## config.mk

```make
export PLATFORM = sky130hd
export DESIGN_NAME = bounce_gen_flat
export DESIGN_NICKNAME = d
export VERILOG_FILES = /design/src/rtl/bounce_gen_if.sv /design/src/rtl/bounce_gen.sv /design/src/flat_wrapper.sv
export SDC_FILE = /design/constraint.sdc
export NUM_CORES = 1
export LEC_CHECK = 0
export BUFFER_PORTS_ARGS = -buffer_cell sky130_fd_sc_hd__buf_4
export CAP_MARGIN = 20
export CORE_AREA = 8 8 83 140
export CTS_CLUSTER_SIZE = 10
export DETAILED_ROUTE_END_ITERATION = 10
export DIE_AREA = 0 0 91 148
export GPL_TIMING_DRIVEN = 0
export PLACE_DENSITY = 0.54
export SKIP_CTS_REPAIR_TIMING = 1
export SYNTH_ARGS = -nofsm -noshare
export SYNTH_HDL_FRONTEND = slang
export SYNTH_SLANG_ARGS = --single-unit
```

## constraint.sdc

```tcl
create_clock -name clk -period 2.5 [get_ports clk]
set_input_delay 0.5 -clock clk [delete_from_list [all_inputs] [get_ports clk]]
set_output_delay 0.5 -clock clk [all_outputs]
set_load 0.1 [all_outputs]
```

## src/rtl/bounce_gen_if.sv

```systemverilog
// Command handshake for bounce_gen: a clean target level offered with valid/ready.
interface bounce_gen_if;
  logic cmd_valid;
  logic cmd_level;
  logic cmd_ready;

  modport master (output cmd_valid, output cmd_level, input  cmd_ready);
  modport slave  (input  cmd_valid, input  cmd_level, output cmd_ready);
endinterface

```

## src/rtl/bounce_gen.sv

```systemverilog
// Mechanical-contact emulator: drives a bouncy raw button that settles at the commanded level.
// Define BOUNCE_GEN_RANDOM_EN to stretch each toggle gap by an LFSR-derived random amount.
module bounce_gen #(
  parameter int          NUM_BOUNCES   = 3,
  parameter int          MIN_GAP       = 1000,
  parameter int          GAP_BITS      = 12,
  parameter int          SETTLE_CYCLES = 500_000,
  parameter logic        INIT_LEVEL    = 1'b0,
  parameter logic [15:0] LFSR_SEED     = 16'hACE1
) (
  input  logic         clk,
  input  logic         rst,
  bounce_gen_if.slave  cmd,
  output logic         button_raw,
  output logic         busy,
  output logic         done
);

  localparam int TW = (NUM_BOUNCES == 0) ? 1 : $clog2(2*NUM_BOUNCES + 1);

  typedef enum logic [1:0] {IDLE, BOUNCE, SETTLE} state_t;

  state_t        state;
  logic [31:0]   gap_cnt;
  logic [31:0]   settle_cnt;
  logic [TW-1:0] toggles_left;
  logic          target;
  logic [31:0]   gap;

`ifdef BOUNCE_GEN_RANDOM_EN
  logic [15:0] lfsr;

  // Galois form of x^16+x^14+x^13+x^11+1; free-running so gap sequence depends only on the seed
  always_ff @(posedge clk) begin
    if (rst) lfsr <= LFSR_SEED;
    else     lfsr <= {1'b0, lfsr[15:1]} ^ (lfsr[0] ? 16'hB400 : 16'h0000);
  end

  assign gap = 32'(MIN_GAP) + 32'(lfsr[GAP_BITS-1:0]);
`else
  assign gap = 32'(MIN_GAP);
`endif

  assign cmd.cmd_ready = (state == IDLE);

  always_ff @(posedge clk) begin
    if (rst) begin
      state        <= IDLE;
      button_raw   <= INIT_LEVEL;
      busy         <= 1'b0;
      done         <= 1'b0;
      gap_cnt      <= '0;
      settle_cnt   <= '0;
      toggles_left <= '0;
      target       <= INIT_LEVEL;
    end else begin
      done <= 1'b0;
      case (state)
        IDLE: begin
          if (cmd.cmd_valid) begin
            target <= cmd.cmd_level;
            if (cmd.cmd_level == button_raw) begin
              done <= 1'b1;
            end else begin
              // first edge lands on the accept edge itself
              button_raw   <= ~button_raw;
              toggles_left <= TW'(2*NUM_BOUNCES);
              gap_cnt      <= gap;
              busy         <= 1'b1;
              if (NUM_BOUNCES == 0) begin
                settle_cnt <= 32'(SETTLE_CYCLES);
                state      <= SETTLE;
              end else begin
                state      <= BOUNCE;
              end
            end
          end
        end
        BOUNCE: begin
          if (gap_cnt == 32'd1) begin
            gap_cnt      <= gap;
            toggles_left <= toggles_left - 1'b1;
            if (toggles_left == TW'(1)) begin
              // even toggle count, so this edge lands on the captured target
              button_raw <= target;
              settle_cnt <= 32'(SETTLE_CYCLES);
              state      <= SETTLE;
            end else begin
              button_raw <= ~button_raw;
            end
          end else begin
            gap_cnt <= gap_cnt - 32'd1;
          end
        end
        SETTLE: begin
          settle_cnt <= settle_cnt - 32'd1;
          if (settle_cnt == 32'd1) begin
            state <= IDLE;
            busy  <= 1'b0;
            done  <= 1'b1;
          end
        end
        default: begin
          state <= IDLE;
          busy  <= 1'b0;
        end
      endcase
    end
  end

endmodule

```

## src/flat_wrapper.sv

```systemverilog
// flat-port wrapper written by rule: the top's interface ports become plain ports
module bounce_gen_flat 
#(
  parameter int          NUM_BOUNCES   = 3,
  parameter int          MIN_GAP       = 1000,
  parameter int          GAP_BITS      = 12,
  parameter int          SETTLE_CYCLES = 500_000,
  parameter logic        INIT_LEVEL    = 1'b0,
  parameter logic [15:0] LFSR_SEED     = 16'hACE1
)
  (clk, rst, button_raw, busy, done, cmd_cmd_valid, cmd_cmd_level, cmd_cmd_ready);
  bounce_gen_if cmd_i ();
  input  logic clk;
  input  logic rst;
  output logic button_raw;
  output logic busy;
  output logic done;
  input wire logic [$bits(cmd_i.cmd_valid)-1:0] cmd_cmd_valid;
  input wire logic [$bits(cmd_i.cmd_level)-1:0] cmd_cmd_level;
  output wire logic [$bits(cmd_i.cmd_ready)-1:0] cmd_cmd_ready;
  assign cmd_i.cmd_valid = cmd_cmd_valid;
  assign cmd_i.cmd_level = cmd_cmd_level;
  assign cmd_cmd_ready = cmd_i.cmd_ready;
  bounce_gen #(.NUM_BOUNCES(NUM_BOUNCES), .MIN_GAP(MIN_GAP), .GAP_BITS(GAP_BITS), .SETTLE_CYCLES(SETTLE_CYCLES), .INIT_LEVEL(INIT_LEVEL), .LFSR_SEED(LFSR_SEED)) u_core (.clk(clk), .rst(rst), .cmd(cmd_i), .button_raw(button_raw), .busy(busy), .done(done));
endmodule
```

==> results.ini, run 1 <==
[run_status]
status = complete, but fails checks
violations = negative setup slack

[logic_synthesis]
yosys-top-cells-area = dfxtp_1 38%, nor2_1 4.2%, or4_1 4.2%
syn-num-nets = 473
avgSynthCellArea_sq_um = 8.394
synth_area_sq_um = 3886
synthArstFlopShare = 0
synth_cell_types = 58
synth_edf_count = 0
yosysWarnings = 0
synth_top_area_cell = dfxtp_1
netlist.area_leader.share = 0.3760
ys.flop_type = dfxtp_1
ys_seq_elements = 73
synth_seq_area_share = 0.3760
synth_cells = 463

[timing]
skew_ns = 0.009040
tightest_slew_ns = 0.6302
slew_headroom = 0.5752
period_needed_ns = 2.565
max_freq_ghz = 0.3898
period_share = 1.026
setup_viol = 3
slew_viol_final = 0
hold_violations = 0
worst_slack_ns = -0.06514
rsz0062_at_grt = true
whs_ns = 0.4560

[die]
io_pins = 8
die_x_microns = 91
rows = 48
start_util = 0.3994
die-area_sq_um = 13470
die_y_microns = 148
core_region_area_sq_um = 9729

[pwr]
clkPwrFrac = 0.343
combPwrFrac = 0.302
ir_drop_v = 0.0004547
p_sw_mw = 1.359
switching_share = 0.3532
p_int_mw = 2.489
power_density_nw_per_um2 = 811.1
p_leak_nw = 1.788
p_seq_frac = 0.355

[clock_tree]
htree_levels = 3
cts_sinks = 73
clock_latency_ns = 0.34
cts_tree = built
cts-root-buf = clkbuf_16
cts_buffers = 9
clk_pin_slew_ns = 0.06
clk_path_buf_depth = 2

[setup_path]
endpoint_kind = flop
critPathLaunchType = flop
critPathRequiredTime_ns = 2.78
crit_type = reg -> reg
worstPathArrival_ns = 2.84
path_max_fanout = 8

[global_route]
grt_pass1_vias = 3502
grt_antenna_before_repair = 0
grt_overflow = 0
grt_max_degree = 12
grt_util_all_layers = 0.1689
grt_pass1_wl_mm = 18.04

[place]
io_buffers = 6
dp_hpwl_mm = 8.399
place_area_sq_um = 4089
routabilityCongestion = 0.8581

[route]
via_per_inst = 5.956
wire_per_inst_microns = 18.86
final_antenna_net_count = 0
drc = 0
dr.pass1.iters = 4
route.vias.total = 3657
first_iter_violations = 164
wirelength_mm = 11.58

[finish]
final_net_count = 495
area_growth_pct = 22.09
final_area_sq_um = 4745
seqCellArea_sq_um = 1478
drive_gt1_frac = 0.2025
final_common_cell = dfxtp_1
layout_common_cells = 64 x dfxtp_1, 44 x nor2_1, 24 x nand2_1
multiInputGateArea_sq_um = 2512
antenna_cells = 0
fillers = 939

[hold_path]
hold_path_class = in -> reg

[run]
cap_violations = 0

==> power by group through the flow <==
stage               combinational, mW  clock, mW  sequential (mW)
finish                           1.16       1.32             1.37
global route                     1.26       1.39             1.38
CTS                              1.01       1.34             1.33
detailed placement               1.01          0             1.36
global placement                0.993          0             1.35
floorplan                       0.687          0             1.37
==> flip-flops by register name, indices dropped and copies added (netlist names) <==
signal               flops
u_core.target            1
u_core.state             2
u_core.done              1
u_core.gap_cnt          32
u_core.toggles_left      3
u_core.settle_cnt       32
u_core.button_raw        1
u_core.busy              1
==> metal layers <==
metal	routed length, microns	vias up	GRT usage
met3	347	29	0.03707
li1	-	1800	-
met5	0	-	0
met1	4363	1763	0.1622
met4	439	0	0.09563
met2	6431	65	0.3195
==> critical path, cell delays in order, from the launching register on <==
cell and delay (ns):
dfxtp_4 0.35, or4_4 0.53, or4_4 0.53, or3_4 0.35, buf_6 0.14, or4b_4 0.48
a21oi_2 0.12
==> cell type report <==
type                       count  area share
tap                          125     0.03296
multi-input combinational    351      0.5295
inverter                      12    0.009494
sequential                    73      0.3114
clock inverter                 3    0.008439
buffer                        21     0.02453
clock buffer                  12     0.05406
timing repair buffer          17     0.02954
==> logic make-up (layout without fill, tap and decap cells) <==
| family | after synthesis | count (layout) | synth area share |
|---|---|---|---|
| flops | 73 | 73 | 0.3760 |
| simple gates | 216 | 216 | 0.3168 |
| fa+ha+maj | 6 | 6 | 0.01932 |
| buf+inv | 39 | 65 | 0.04089 |
| xor+xnor | 23 | 23 | 0.05183 |
| compound gates | 100 | 100 | 0.1796 |
| mux | 6 | 6 | 0.01545 |
==> through the flow <==
step | utilization | power, mW | worst slack, ns | instances | TNS, ns
after floorplan | - | 2.060 | 0.004214 | 463 | 0
after global placement | 0.4203 | 2.347 | -0.7111 | 594 | -21.60
after detailed placement | 0.4203 | 2.362 | -0.7436 | 594 | -22.96
after CTS | 0.4507 | 3.681 | -0.7493 | 609 | -24.19
after global routing | 0.4877 | 4.034 | -0.1350 | 614 | -0.5281
final | 0.4877 | 3.848 | -0.06514 | 614 | -0.08360
==> Yosys cell counts (all sizes together) (3+ instances only) <==
cell / instances
ha: 6
or2: 4
dfxtp: 73
or4: 24
a21oi: 25
mux2i: 6
xor2: 11
nand2b: 10
and3: 3
a41oi: 5
nand3b: 3
a211oi: 4
nor2: 44
nand2: 24
nor4: 18
or3: 22
nor3: 18
o311ai: 4
a31oi: 10
nand3: 17
o31ai: 15
buf: 6
o21ai: 11
nor4b: 3
inv: 12
xnor2: 12
nand4: 10
o41ai: 6
nor2b: 6
clkbuf: 21
o211a: 3
==> final timing paths <==
path	from	to	slack, ns	depth (start not counted)
hold reg to reg	u_core.settle_cnt[20]	u_core.settle_cnt[20]	0.47	2
setup reg to reg	u_core.settle_cnt[18]	u_core.settle_cnt[26]	-0.07	6
setup / recovery	u_core.settle_cnt[18]	u_core.settle_cnt[26]	-0.07	6
hold / removal	cmd_cmd_level	u_core.target	0.46	3
(Power assumes the default switching activity.)
==> run 2: changes to the inputs <==
Settings changed: REMOVE_ABC_BUFFERS set to 1.
==> results.ini, run 2 (synthesis results as in run 1) <==
[setup_path]
critPathRequiredTime_ns = 2.76  ; was 2.78 ns
endpoint_kind = flop  ; unchanged
worstPathArrival_ns = 2.79  ; was 2.84 ns
critPathLaunchType = flop  ; unchanged
crit_type = reg -> reg  ; unchanged
r2r-end = u_core.settle_cnt[26]  ; unchanged
ff2ff_setup_slack_ns = -0.03  ; was -0.07 ns
worst_r2r_path_depth = 5  ; was 6
path_max_fanout = 8  ; unchanged
rr_startpoint = u_core.settle_cnt[17]  ; was u_core.settle_cnt[18]

[die]
start_util = 0.3994  ; unchanged
die_y_microns = 148  ; unchanged
io_pins = 8  ; unchanged
rows = 48  ; unchanged
core_region_area_sq_um = 9729  ; unchanged
die_x_microns = 91  ; unchanged
die-area_sq_um = 13470  ; unchanged

[timing]
setup_viol = 2  ; was 3
period_needed_ns = 2.534  ; was 2.565 ns
whs_ns = 0.4390  ; was 0.4560 ns
slew_headroom = 0.5704  ; was 0.5752
max_freq_ghz = 0.3947  ; was 0.3898 GHz
rsz0062_at_grt = true  ; unchanged
worst_slack_ns = -0.03371  ; was -0.06514 ns
tightest_slew_ns = 0.6414  ; was 0.6302 ns
slew_viol_final = 0  ; unchanged
hold_violations = 0  ; unchanged
skew_ns = 0.007389  ; was 0.009040 ns
period_share = 1.013  ; was 1.026
finalSetupTns_ns = -0.03892  ; was -0.08360 ns

[run_status]
status = complete, but fails checks  ; unchanged
violations = negative setup slack  ; unchanged

[place]
routabilityCongestion = 0.7905  ; was 0.8581
dp_hpwl_mm = 7.046  ; was 8.399 mm
place_area_sq_um = 4029  ; was 4089 sq um
io_buffers = 7  ; was 6
placed_cells = 572  ; was 594
dp_slack_ns = -0.7740  ; was -0.7436 ns

[finish]
layout_common_cells = 66 x dfxtp_1, 44 x nor2_1, 22 x a21oi_1, 22 x buf_4, 21 x nand2_1  ; was 64 x dfxtp_1, 44 x nor2_1, 24 x nand2_1
stdcell_count = 604  ; was 614
reg_top3 = u_core.gap_cnt x32, u_core.settle_cnt x32, u_core.toggles_left x3  ; unchanged
area_growth_pct = 20.93  ; was 22.09%
antenna_cells = 0  ; unchanged
final_area_sq_um = 4700  ; was 4745 sq um
final_common_cell = dfxtp_1  ; unchanged
drive_gt1_frac = 0.2046  ; was 0.2025
final_net_count = 484  ; was 495
fin_util = 0.4830  ; was 0.4877

[route]
dr.pass1.iters = 4  ; unchanged
drc = 0  ; unchanged
first_iter_violations = 151  ; was 164
via_per_inst = 5.934  ; was 5.956
route.vias.total = 3584  ; was 3657
final_antenna_net_count = 0  ; unchanged
wire_per_inst_microns = 17.21  ; was 18.86 microns
wirelength_mm = 10.40  ; was 11.58 mm

[hold_path]
hold_depth = 3  ; unchanged
hold_path_class = in -> reg  ; unchanged
hp-start = cmd_cmd_level  ; unchanged
worstHoldEndpoint = u_core.target  ; unchanged

[clock_tree]
htree_levels = 3  ; unchanged
clk_path_buf_depth = 2  ; unchanged
clock_latency_ns = 0.33  ; was 0.34 ns
cts_tree = built  ; unchanged
cts_sinks = 73  ; unchanged
cts-root-buf = clkbuf_16  ; unchanged
cts_buffers = 9  ; unchanged
clk_pin_slew_ns = 0.05  ; was 0.06 ns

[pwr]
p_leak_nw = 1.741  ; was 1.788 nW
ir_drop_v = 0.0006019  ; was 0.0004547 V
power_density_nw_per_um2 = 798.2  ; was 811.1 nW/um^2
p_total_mw = 3.751  ; was 3.848 mW

[global_route]
grt_util_all_layers = 0.1503  ; was 0.1689
grt_overflow = 0  ; unchanged
grt_antenna_before_repair = 0  ; unchanged
grt_max_degree = 35  ; was 12
grt_pass1_wl_mm = 16.30  ; was 18.04 mm
grt_pass1_vias = 3236  ; was 3502

[run]
cap_violations = 0  ; unchanged

[run 2: cell count changes in the layout (fill, tap and decap cells not counted), moves of 3 or more]
cell and delta:
clkbuf_2 -6, clkbuf_1 -5, nand2_1 -3, nor3_2 +3
[run 2: per-layer routing]
metal,global-route usage,routed length (microns),vias to the layer above
met5,0,0,-
met4,0.08409,224,0
met3,0.01930,162,13
met2,0.2735,5650,28
met1,0.1619,4360,1753
li1,-,-,1790
[run 2: how the worst max path moves through the flow]
stage                     cells past startpoint                    end                  start  slack [ns]
after global routing                          5  u_core.settle_cnt[26]  u_core.settle_cnt[17]       -0.09
after CTS                                     6  u_core.settle_cnt[26]        u_core.state[0]       -0.81
after floorplan                               5  u_core.settle_cnt[26]        u_core.state[0]       -0.38
after detailed placement                      6  u_core.settle_cnt[26]        u_core.state[0]       -0.77
final                                         5  u_core.settle_cnt[26]  u_core.settle_cnt[17]       -0.03
after global placement                        5  u_core.settle_cnt[18]        u_core.state[0]       -1.21
[run 2: critical path: stages (launching register included)]
cell and delay, ns:
dfxtp_4 0.36, or4_4 0.55, or4_4 0.46, or3_4 0.45, or4b_1 0.51, a21oi_1 0.13
[run 2: area by class of cell]
cell class                 instances  area, sq um
timing repair buffer              26        212.7
inverter                          12        45.04
tap                              125        156.4
sequential                        73         1475
clock buffer                      13        250.2
fill                             953         5030
multi-input combinational        352         2520
clock inverter                     3        40.04
[run 2: power by group]
group / total (mW) / switching (mW) / internal (mW)
Clock: 1.28 / 0.481 / 0.798
Combinational: 1.11 / 0.704 / 0.408
Sequential: 1.36 / 0.113 / 1.25
==> run 3: changes to the inputs <==
Settings changed: GPL_ROUTABILITY_DRIVEN set to 0.
Clock period 2.5 ns to 2.2 ns, I/O delays scaled along.
==> results.ini, run 3 (synthesis results as in run 1) <==
[route]
dr.pass1.iters = 5  ; was 4
route.vias.total = 3822  ; was 3584
wirelength_mm = 11.71  ; was 10.40 mm
first_iter_violations = 228  ; was 151
via_per_inst = 6.019  ; was 5.934
wire_per_inst_microns = 18.44  ; was 17.21 microns
final_antenna_net_count = 0  ; unchanged
drc = 0  ; unchanged

[setup_path]
worst_r2r_path_depth = 5  ; unchanged
crit_type = reg -> reg  ; unchanged
startpoint = u_core.settle_cnt[17]  ; unchanged
cp_cell_sequence = or4_4, or4_4, or3_4, or4b_1, a21oi_1  ; unchanged
ff2ff_setup_slack_ns = -0.33  ; was -0.03 ns
crit_buf_inv = 0  ; unchanged
crit_path_end = u_core.settle_cnt[26]  ; unchanged
crit_family = simple AND/OR/NAND/NOR gates  ; unchanged
rr_startpoint = u_core.settle_cnt[17]  ; unchanged
max_stage_delay_ns = 0.55  ; about the same
slowest_stage = or4_4  ; unchanged
crit_top_cell = or4_4  ; unchanged
critPathRequiredTime_ns = 2.46  ; was 2.76 ns
path_max_fanout = 8  ; unchanged
worst-path-stages = 5  ; unchanged
r2r-end = u_core.settle_cnt[26]  ; unchanged
worstPathArrival_ns = 2.80  ; was 2.79 ns
critPathLaunchType = flop  ; unchanged
endpoint_kind = flop  ; unchanged

[clock_tree]
cts_tree = built  ; unchanged
clk_path_buf_depth = 2  ; unchanged
cts_sinks = 73  ; unchanged
cts-root-buf = clkbuf_16  ; unchanged
cts_buffers = 9  ; unchanged
clock_latency_ns = 0.34  ; was 0.33 ns
clk_pin_slew_ns = 0.05  ; about the same
htree_levels = 3  ; unchanged

[die]
die_x_microns = 91  ; unchanged
rows = 48  ; unchanged
io_pins = 8  ; unchanged
die_y_microns = 148  ; unchanged
start_util = 0.3994  ; unchanged
core_region_area_sq_um = 9729  ; unchanged
die-area_sq_um = 13470  ; unchanged

[timing]
period_share = 1.152  ; was 1.013
slew_headroom = 0.5531  ; was 0.5704
period_needed_ns = 2.534  ; about the same
rsz0062_at_grt = true  ; unchanged
tightest_slew_ns = 0.6617  ; was 0.6414 ns
setup_viol = 20  ; was 2
finalSetupTns_ns = -3.591  ; was -0.03892 ns
slew_viol_final = 0  ; unchanged
hold_violations = 0  ; unchanged
max_freq_ghz = 0.3947  ; about the same
worst_slack_ns = -0.3337  ; was -0.03371 ns
skew_ns = 0.008239  ; was 0.007389 ns

[finish]
drive_gt1_frac = 0.3196  ; was 0.2046
final_common_cell = dfxtp_1  ; unchanged
area_growth_pct = 35.09  ; was 20.93%
final_net_count = 515  ; was 484
reg_top3 = u_core.gap_cnt x32, u_core.settle_cnt x32, u_core.toggles_left x3  ; unchanged
final_area_sq_um = 5250  ; was 4700 sq um
antenna_cells = 0  ; unchanged
layout_common_cells = 58 x dfxtp_1, 46 x buf_4, 44 x nor2_1  ; was 66 x dfxtp_1, 44 x nor2_1, 22 x a21oi_1, 22 x buf_4, 21 x nand2_1

[global_route]
grt_util_all_layers = 0.1503  ; unchanged
grt_pass1_vias = 3236  ; unchanged
grt_antenna_before_repair = 0  ; unchanged
grt_overflow = 0  ; unchanged
grt_pass1_wl_mm = 16.30  ; unchanged
grt_max_degree = 35  ; unchanged

[run_status]
violations = negative setup slack  ; unchanged
status = complete, but fails checks  ; unchanged

[run]
cap_violations = 0  ; unchanged

[place]
dp_slack_ns = -1.074  ; was -0.7740 ns
place_area_sq_um = 4029  ; unchanged
dp_hpwl_mm = 7.046  ; unchanged
io_buffers = 7  ; unchanged

[pwr]
p_leak_nw = 1.966  ; was 1.741 nW
p_total_mw = 4.721  ; was 3.751 mW
ir_drop_v = 0.0007600  ; was 0.0006019 V
power_density_nw_per_um2 = 899.2  ; was 798.2 nW/um^2

[hold_path]
hold_path_class = in -> reg  ; unchanged

## run 3: area by class of cell
cell class                      count  area (sq um)
Fill cell                         894          4479
Multi-Input combinational cell    356          2824
Sequential cell                    73          1493
Timing Repair Buffer               53         441.7
Clock buffer                       13         250.2
Tap cell                          125         156.4
Inverter                           12         45.04
Clock inverter                      3         40.04
## run 3: worst min path at each step
stage | start | end | slack (ns) | cells past startpoint
after CTS | cmd_cmd_level | u_core.target | 0.37 | 3
after global placement | u_core.settle_cnt[20] | u_core.settle_cnt[20] | 0.46 | 2
after global routing | cmd_cmd_level | u_core.target | 0.41 | 3
after floorplan | u_core.settle_cnt[27] | u_core.settle_cnt[27] | 0.44 | 2
final | cmd_cmd_level | u_core.target | 0.39 | 3
after detailed placement | u_core.settle_cnt[23] | u_core.settle_cnt[23] | 0.47 | 2
## run 3: metrics by stage
stage / utilization / cells / hold WS [ns]
finish: 0.5396 / 635 / 0.3910
global route: 0.5396 / 635 / 0.4066
CTS: 0.4439 / 588 / 0.3728
detailed placement: 0.4141 / 572 / 0.4690
global placement: 0.4092 / 568 / 0.4561
floorplan: - / 436 / 0.4371
## run 3: where the power goes
| group | switching, mW | internal [mW] |
|---|---|---|
| Sequential | 0.141 | 1.42 |
| Clock | 0.554 | 0.907 |
| Combinational | 0.990 | 0.704 |
| Total | 1.68 | 3.04 |
## run 3: layer usage
| layer | share of wire | track usage | vias up | routed length (microns) |
|---|---|---|---|---|
| met4 | 0.030 | 0.08409 | 0 | 352 |
| met3 | 0.034 | 0.01930 | 22 | 394 |
| li1 | - | - | 1854 | - |
| met5 | 0 | 0 | - | 0 |
| met1 | 0.40 | 0.1619 | 1869 | 4724 |
| met2 | 0.53 | 0.2735 | 77 | 6236 |
## run 3: tightest hold or removal path: stages
cell	delay (ns)
buf_4	0.11
mux2i_1	0.06
nor2_1	0.07
